## src/rtl/nonogram_solver.sv

```systemverilog
// nonogram_solver
//   Streaming line-deduction engine for a nonogram board of up to
//   MAX_ROWS x MAX_COLS cells. An upstream FIFO supplies, per line, a line
//   index word followed by that line's candidate fill patterns. Candidates
//   that contradict known cells are dropped. Cells on which every surviving
//   candidate agrees become known when the line's last candidate is consumed.
//
// Ports
//   clk              clock
//   rst              synchronous active-low reset
//   started          option carries a valid word this cycle
//   option           line index word (INDEX) or candidate pattern (OPTION)
//   num_rows         active rows
//   num_cols         active columns
//   old_options_amnt candidate count per line, sampled with the index word
//   new_line         next word is expected to be a line index
//   put_back_to_FIFO current candidate should be re-queued
//   assigned         cell values, meaningful where known=1
//   known            cell-resolved mask
//   conflict         (only with NONOGRAM_SOLVER_CONFLICT_EN) sticky flag,
//                    a line closed with no consistent candidate
//   solved           all active cells known (sticky)
//
// Optional feature macro: NONOGRAM_SOLVER_CONFLICT_EN
module nonogram_solver #(
    parameter int unsigned MAX_ROWS = 4,
    parameter int unsigned MAX_COLS = 4,
    localparam int unsigned W  = (MAX_ROWS > MAX_COLS) ? MAX_ROWS : MAX_COLS,
    localparam int unsigned L  = MAX_ROWS + MAX_COLS,
    localparam int unsigned RW = $clog2(MAX_ROWS + 1),
    localparam int unsigned CW = $clog2(MAX_COLS + 1)
) (
    input  logic                               clk,
    input  logic                               rst,
    input  logic                               started,
    input  logic [W-1:0]                       option,
    input  logic [RW-1:0]                      num_rows,
    input  logic [CW-1:0]                      num_cols,
    input  logic [L-1:0][6:0]                  old_options_amnt,
    output logic                               new_line,
    output logic                               put_back_to_FIFO,
    output logic [MAX_ROWS-1:0][MAX_COLS-1:0]  assigned,
    output logic [MAX_ROWS-1:0][MAX_COLS-1:0]  known,
`ifdef NONOGRAM_SOLVER_CONFLICT_EN
    output logic                               conflict,
`endif
    output logic                               solved
);

    typedef enum logic {INDEX, OPTION} state_t;

    state_t         state;
    logic           is_row;
    logic [W-1:0]   line_no;
    logic [W-1:0]   n_len;
    logic [6:0]     remaining;
    logic [W-1:0]   ones_acc;
    logic [W-1:0]   zeros_acc;
    logic           any_ok;

    // index decode
    logic [W:0]     idx_ext;
    logic [W:0]     rows_ext;
    logic [W:0]     lines_ext;
    logic           idx_is_row;
    logic           idx_in_range;
    logic [6:0]     idx_count;

    // candidate evaluation, all vectors in cell order (bit k = cell k)
    logic [W-1:0]   rev;
    logic [W:0]     shift_amt;
    logic [W-1:0]   cand;
    logic [W-1:0]   line_mask;
    logic [W-1:0]   line_known;
    logic [W-1:0]   line_asg;
    logic           all_known;
    logic           consistent;
    logic           last_word;
    logic [W-1:0]   ones_next;
    logic [W-1:0]   zeros_next;
    logic           any_next;
    logic [W-1:0]   resolved;
    logic           line_full;
    logic           commit;

    logic [MAX_ROWS-1:0][MAX_COLS-1:0] cell_upd;
    logic [MAX_ROWS-1:0][MAX_COLS-1:0] cell_val;

    always_comb begin
        idx_ext      = {1'b0, option};
        rows_ext     = (W+1)'(num_rows);
        lines_ext    = rows_ext + (W+1)'(num_cols);
        idx_is_row   = idx_ext < rows_ext;
        idx_in_range = idx_ext < lines_ext;
        idx_count    = '0;
        for (int unsigned i = 0; i < L; i++) begin
            if (option == W'(i)) idx_count = old_options_amnt[i];
        end
    end

    // Cell k takes option[n-1-k]: bit-reverse the word, then shift down so
    // cell 0 lands at bit 0; bits past the line length fall off as zeros.
    always_comb begin
        for (int unsigned k = 0; k < W; k++) rev[k] = option[W-1-k];
        shift_amt = (W+1)'(W) - {1'b0, n_len};
        cand      = rev >> shift_amt;
        line_mask = ~({W{1'b1}} << n_len);
    end

    always_comb begin
        line_known = '0;
        line_asg   = '0;
        all_known  = 1'b1;
        for (int unsigned r = 0; r < MAX_ROWS; r++) begin
            for (int unsigned c = 0; c < MAX_COLS; c++) begin
                if (is_row && line_no == W'(r)) begin
                    line_known[c] = known[r][c];
                    line_asg[c]   = assigned[r][c];
                end
                if (!is_row && line_no == W'(c)) begin
                    line_known[r] = known[r][c];
                    line_asg[r]   = assigned[r][c];
                end
                if (RW'(r) < num_rows && CW'(c) < num_cols && !known[r][c])
                    all_known = 1'b0;
            end
        end
    end

    always_comb begin
        consistent = ((cand ^ line_asg) & line_known & line_mask) == '0;
        last_word  = remaining == 7'd1;
        ones_next  = consistent ? (ones_acc & cand)   : ones_acc;
        zeros_next = consistent ? (zeros_acc & ~cand) : zeros_acc;
        any_next   = any_ok | consistent;
        commit     = started && state == OPTION && last_word;
        // On the closing candidate the line counts as full if the pending
        // commit resolves every cell, so a candidate that settles its line
        // is not re-queued.
        resolved   = line_known |
                     ((last_word && any_next) ? (ones_next | zeros_next) : '0);
        line_full  = (resolved & line_mask) == line_mask;
        put_back_to_FIFO = started && state == OPTION && consistent && !line_full;
    end

    always_comb begin
        cell_upd = '0;
        cell_val = '0;
        for (int unsigned r = 0; r < MAX_ROWS; r++) begin
            for (int unsigned c = 0; c < MAX_COLS; c++) begin
                if (is_row && line_no == W'(r)) begin
                    cell_upd[r][c] = commit && any_next && line_mask[c] &&
                                     !known[r][c] && (ones_next[c] | zeros_next[c]);
                    cell_val[r][c] = ones_next[c];
                end
                if (!is_row && line_no == W'(c)) begin
                    cell_upd[r][c] = commit && any_next && line_mask[r] &&
                                     !known[r][c] && (ones_next[r] | zeros_next[r]);
                    cell_val[r][c] = ones_next[r];
                end
            end
        end
    end

    always_ff @(posedge clk) begin
        if (!rst) begin
            state     <= INDEX;
            new_line  <= 1'b1;
            is_row    <= 1'b0;
            line_no   <= '0;
            n_len     <= '0;
            remaining <= '0;
            ones_acc  <= '1;
            zeros_acc <= '1;
            any_ok    <= 1'b0;
            known     <= '0;
            assigned  <= '0;
            solved    <= 1'b0;
`ifdef NONOGRAM_SOLVER_CONFLICT_EN
            conflict  <= 1'b0;
`endif
        end else begin
            solved <= solved | all_known;
            for (int unsigned r = 0; r < MAX_ROWS; r++) begin
                for (int unsigned c = 0; c < MAX_COLS; c++) begin
                    if (cell_upd[r][c]) begin
                        known[r][c]    <= 1'b1;
                        assigned[r][c] <= cell_val[r][c];
                    end
                end
            end
            if (started) begin
                case (state)
                    INDEX: begin
                        remaining <= idx_count;
                        is_row    <= idx_is_row;
                        line_no   <= idx_is_row ? option : option - W'(num_rows);
                        n_len     <= idx_is_row ? W'(num_cols) : W'(num_rows);
                        ones_acc  <= '1;
                        zeros_acc <= '1;
                        any_ok    <= 1'b0;
                        if (idx_in_range && idx_count != '0) begin
                            state    <= OPTION;
                            new_line <= 1'b0;
                        end
                    end
                    OPTION: begin
                        remaining <= remaining - 7'd1;
                        ones_acc  <= ones_next;
                        zeros_acc <= zeros_next;
                        any_ok    <= any_next;
                        if (last_word) begin
                            state    <= INDEX;
                            new_line <= 1'b1;
`ifdef NONOGRAM_SOLVER_CONFLICT_EN
                            if (!any_next) conflict <= 1'b1;
`endif
                        end
                    end
                    default: begin
                        state    <= INDEX;
                        new_line <= 1'b1;
                    end
                endcase
            end
        end
    end

endmodule

```

## config.mk

```make
export PLATFORM = sky130hd
export DESIGN_NAME = nonogram_solver
export DESIGN_NICKNAME = d
export VERILOG_FILES = /design/src/rtl/nonogram_solver.sv
export SDC_FILE = /design/constraint.sdc
export NUM_CORES = 1
export LEC_CHECK = 0
export ABC_AREA = 1
export BUFFER_PORTS_ARGS = -buffer_cell sky130_fd_sc_hd__buf_2
export CORE_MARGIN = 3
export CORE_UTILIZATION = 34
export DETAILED_ROUTE_END_ITERATION = 8
export GPL_TIMING_DRIVEN = 0
export PLACE_DENSITY = 0.52
export SETUP_SLACK_MARGIN = 0.15
export SLEW_MARGIN = 10
export SYNTH_ARGS = -nofsm -noshare
export SYNTH_HDL_FRONTEND = slang
export SYNTH_SLANG_ARGS = --single-unit
```

## constraint.sdc

```tcl
create_clock -name clk -period 4.7 [get_ports clk]
set_clock_uncertainty 0.15 [all_clocks]
set_input_delay 0.94 -clock clk [delete_from_list [all_inputs] [get_ports clk]]
set_output_delay 0.94 -clock clk [all_outputs]
set_load 0.01 [all_outputs]
```

==> reports/qor.yml <==
syn_inst: 780
gp_congestion: 0.923
max_stage_delay_ns: 0.37
cts_buffers: 9
ios: 104
fin_crit_sh: 0.914
crit_cells: 23
route.met3.wl_um: 1020
worstMarginPinSlew_ns: 0.942
status: "finished, final reports clean"
tns_ns: 0
synth.net_count: 866
p_per_area_nw_per_um2: 297
drive_gt1_frac: 0.234
worstSetupEndpointType: "output pin"
port_buffers: 103
n_antenna_cell: 0
syn_area_um2: 4770
required_ns: 3.61
fp.dieW_um: 124
dp_hpwl_um: 13900
setup_violations: 0
maxCapViolations: 0
crit_path_top_delay_cell: "dfxtp_4"
maxSlewHeadroom: 0.366
grt_max_degree: 11
clock_sinks: 59
fin_crit_ns: 4.30
ir_drop_mv: 0.307
clockRootBuffer: "clkbuf_16"
grt_overflow_total: 0
crit_path_end: "put_back_to_FIFO"
rsz0062_at_grt: "no"
die_y_um: 124
synth.yosys.seq_area_share: 0.248
yosys_warnings: 0
reg2reg_slack_ns: 1.48
htreeDepth: 3
min_path_type: "reg -> reg"
gr-usage-all-layers: 0.225
reg2reg_depth: 24
path_cells: "inv_2 > ha_1 > ha_1 > inv_1 > nor2_4 > inv_1 > a211oi_2 > a21oi_4 > nand3_1 > nand2_1 > nor2_1 > nand3_1 > nand2_4 > nor2_8 > nand2_2 > nand2_8 > nand2_8 > nand2_1 > nand2_1 > nand2_1 > nor2_2 > nor2_1 > buf_2"
vias_per_cell: 5.11
start_util: 0.354
cts_tree: "done"
synth-seq-cells: 59
rows: 42
crit_type: "reg -> out"
leakagePower_nw: 3.14
drtIter0Drc: 540
cts.clk_slew.worst_paths_ns: 0.05
crit_arrival_ns: 3.21
drt-total-wl_um: 17900
grt_pass1_wl_um: 27800
synthDistinctLibCells: 43
grt_pass1_vias: 5405
core_um2: 13500
crit_family: "simple AND/OR/NAND/NOR gates"
drv_slew: 0
hold_viol_final: 0
synth_ff_type: "dfxtp_1"
syn_avg_cell_area_um2: 6.11
r2r-start: "n_len[0]"
area_growth_pct: 27.2
antenna_found_initial: 0
maxUsedRoutingLayer: "met4"
crit_path_start_kind: "flip-flop"
max_freq_mhz: 233
first_pass_iters: 5
die_area_um2: 15500
crit_path_frequent_cell: "nand2_1"
synth-async-reset-ratio: 0
clkLatencyLatePin_ns: 0.35
met2_wirelength_um: 8680
critPathLaunch: "n_len[0]"
reg2reg_to: "assigned[13]"
synth_edf_count: 0
fin_nets: 998
clk_path_buf_depth: 2
total_power_mw: 1.80
cp_num_buf_inv: 4
routedWlPerCell_um: 16.4
drc: 0
vias: 5571
n_fill_cell: 1464
ant_nets: 0
path_max_fanout: 8
wl_met1_um: 7900
## worst reg2reg max path, stage by stage (launching register included)
cell	delay (ns)
dfxtp_4	0.37
inv_2	0.07
ha_1	0.21
ha_1	0.31
inv_1	0.07
nor2_4	0.11
inv_1	0.08
a211oi_2	0.22
a21oi_4	0.07
nand3_1	0.09
nand2_1	0.05
nor2_1	0.09
nand3_1	0.12
nand2_4	0.15
nor2_8	0.07
nand2_2	0.08
nand2_4	0.08
buf_4	0.18
inv_1	0.15
nand2_1	0.06
o21ai_0	0.09
inv_1	0.07
nand2_1	0.06
nand2_1	0.05
nor2_1	0.09
## flip-flops by register name, indices dropped and copies added, names as in the netlist
signal,cells
remaining,7
zeros_acc,4
new_line,1
is_row,1
assigned,16
line_no,4
solved,1
any_ok,1
ones_acc,4
state,1
known,16
n_len,3
## report_power, final
| part | total [mW] | internal [mW] | switching, mW |
|---|---|---|---|
| Clock | 0.654 | 0.416 | 0.237 |
| Sequential | 0.552 | 0.526 | 0.0255 |
| Combinational | 0.598 | 0.209 | 0.390 |
| Total | 1.80 | 1.15 | 0.653 |
## metal layers
metal,GRT usage,vias up
met1,0.287,2570
met2,0.386,183
li1,-,2798
met4,0.0658,0
met5,0,-
met3,0.0442,20
## area by class of cell
type / instances / area [um^2] / share of cell area
buffer: 13 / 87.6 / 0.0144
clock buffer: 11 / 243 / 0.0400
clock inverter: 3 / 40.0 / 0.00660
inverter: 126 / 477 / 0.0786
multi-input combinational: 583 / 3170 / 0.522
sequential: 59 / 1190 / 0.196
tap: 176 / 220 / 0.0363
timing repair buffer: 120 / 643 / 0.106
## cell families after synthesis
group,Yosys count,share of synthesized area
compound gates,115,0.145
fa+ha+maj,17,0.0478
flops,59,0.248
simple gates,444,0.432
xor+xnor,6,0.0110
buf+inv,139,0.117
## worst min-delay path by stage
stage                 start           end  cells after the start
2_1_floorplan  zeros_acc[2]  zeros_acc[2]                      2
6_report           new_line      new_line                      2
3_5_place_dp       new_line      new_line                      2
5_1_grt            new_line      new_line                      2
4_1_cts            new_line      new_line                      2
3_3_place_gp       new_line      new_line                      2
## timing repair
| item | in CTS | in global routing |
|---|---|---|
| cloned | 0 | 1 |
| pin swaps | 1 | 11 |
| hold buffers | 0 | 0 |
| endpoints found under the setup margin | 1 | 1 |
| setup buffers | 0 | 17 |
| resized for setup | 7 | 30 |
## synthesized netlist by cell type, drive strengths merged (2+ instances only)
cell type | instances | area [um^2]
a211oi | 6 | 45.0
xnor2 | 4 | 35.0
nand2 | 231 | 962
ha | 15 | 188
nor3 | 6 | 30.0
clkinv | 4 | 16.3
nand3 | 82 | 438
a21oi | 40 | 208
clkbuf | 5 | 18.8
o21ai | 36 | 184
nor2 | 102 | 472
inv | 122 | 458
o22ai | 10 | 62.6
o21a | 3 | 22.5
fa | 2 | 40.0
nand4 | 17 | 113
a221oi | 13 | 114
xor2 | 2 | 17.5
dfxtp | 59 | 1180
a31oi | 2 | 12.5
nand3b | 5 | 37.5
buf | 8 | 66.3
## stage by stage
| stage | hold WS, ns | instances | area, um^2 | util | worst slack, ns |
|---|---|---|---|---|---|
| floorplan | 0.291 | 780 | 4770 | - | 0.935 |
| global placement | 0.280 | 1059 | 5500 | 0.409 | 0.202 |
| detailed placement | 0.288 | 1059 | 5500 | 0.409 | 0.186 |
| CTS | 0.301 | 1073 | 5820 | 0.433 | 0.153 |
| global route | 0.329 | 1091 | 6060 | 0.451 | 0.135 |
| finish | 0.294 | 1091 | 6060 | 0.451 | 0.404 |
## cell usage in the layout, fill, tap and decap left out, types with 3 or more instances in the layout
cell | Yosys | layout
a211oi_1 | 6 | 5
a21oi_1 | 38 | 37
a221oi_1 | 13 | 13
buf_2 | 2 | 104
buf_4 | 3 | 21
buf_6 | 3 | 3
clkbuf_1 | 5 | 6
clkbuf_16 | 0 | 9
clkinv_1 | 3 | 3
clkinv_2 | 1 | 3
dfxtp_1 | 59 | 55
dfxtp_2 | 0 | 3
ha_1 | 15 | 15
inv_1 | 114 | 113
inv_2 | 8 | 8
nand2_1 | 209 | 204
nand2_2 | 14 | 16
nand2_4 | 8 | 6
nand2_8 | 0 | 5
nand3_1 | 78 | 77
nand3_2 | 3 | 4
nand3b_1 | 5 | 5
nand4_1 | 16 | 16
nor2_1 | 88 | 83
nor2_2 | 5 | 6
nor2_4 | 8 | 13
nor3_1 | 6 | 6
o21ai_0 | 24 | 24
o21ai_1 | 11 | 11
o22ai_1 | 10 | 10
xnor2_1 | 4 | 4
Note: power is estimated with default switching activity, not from simulation.
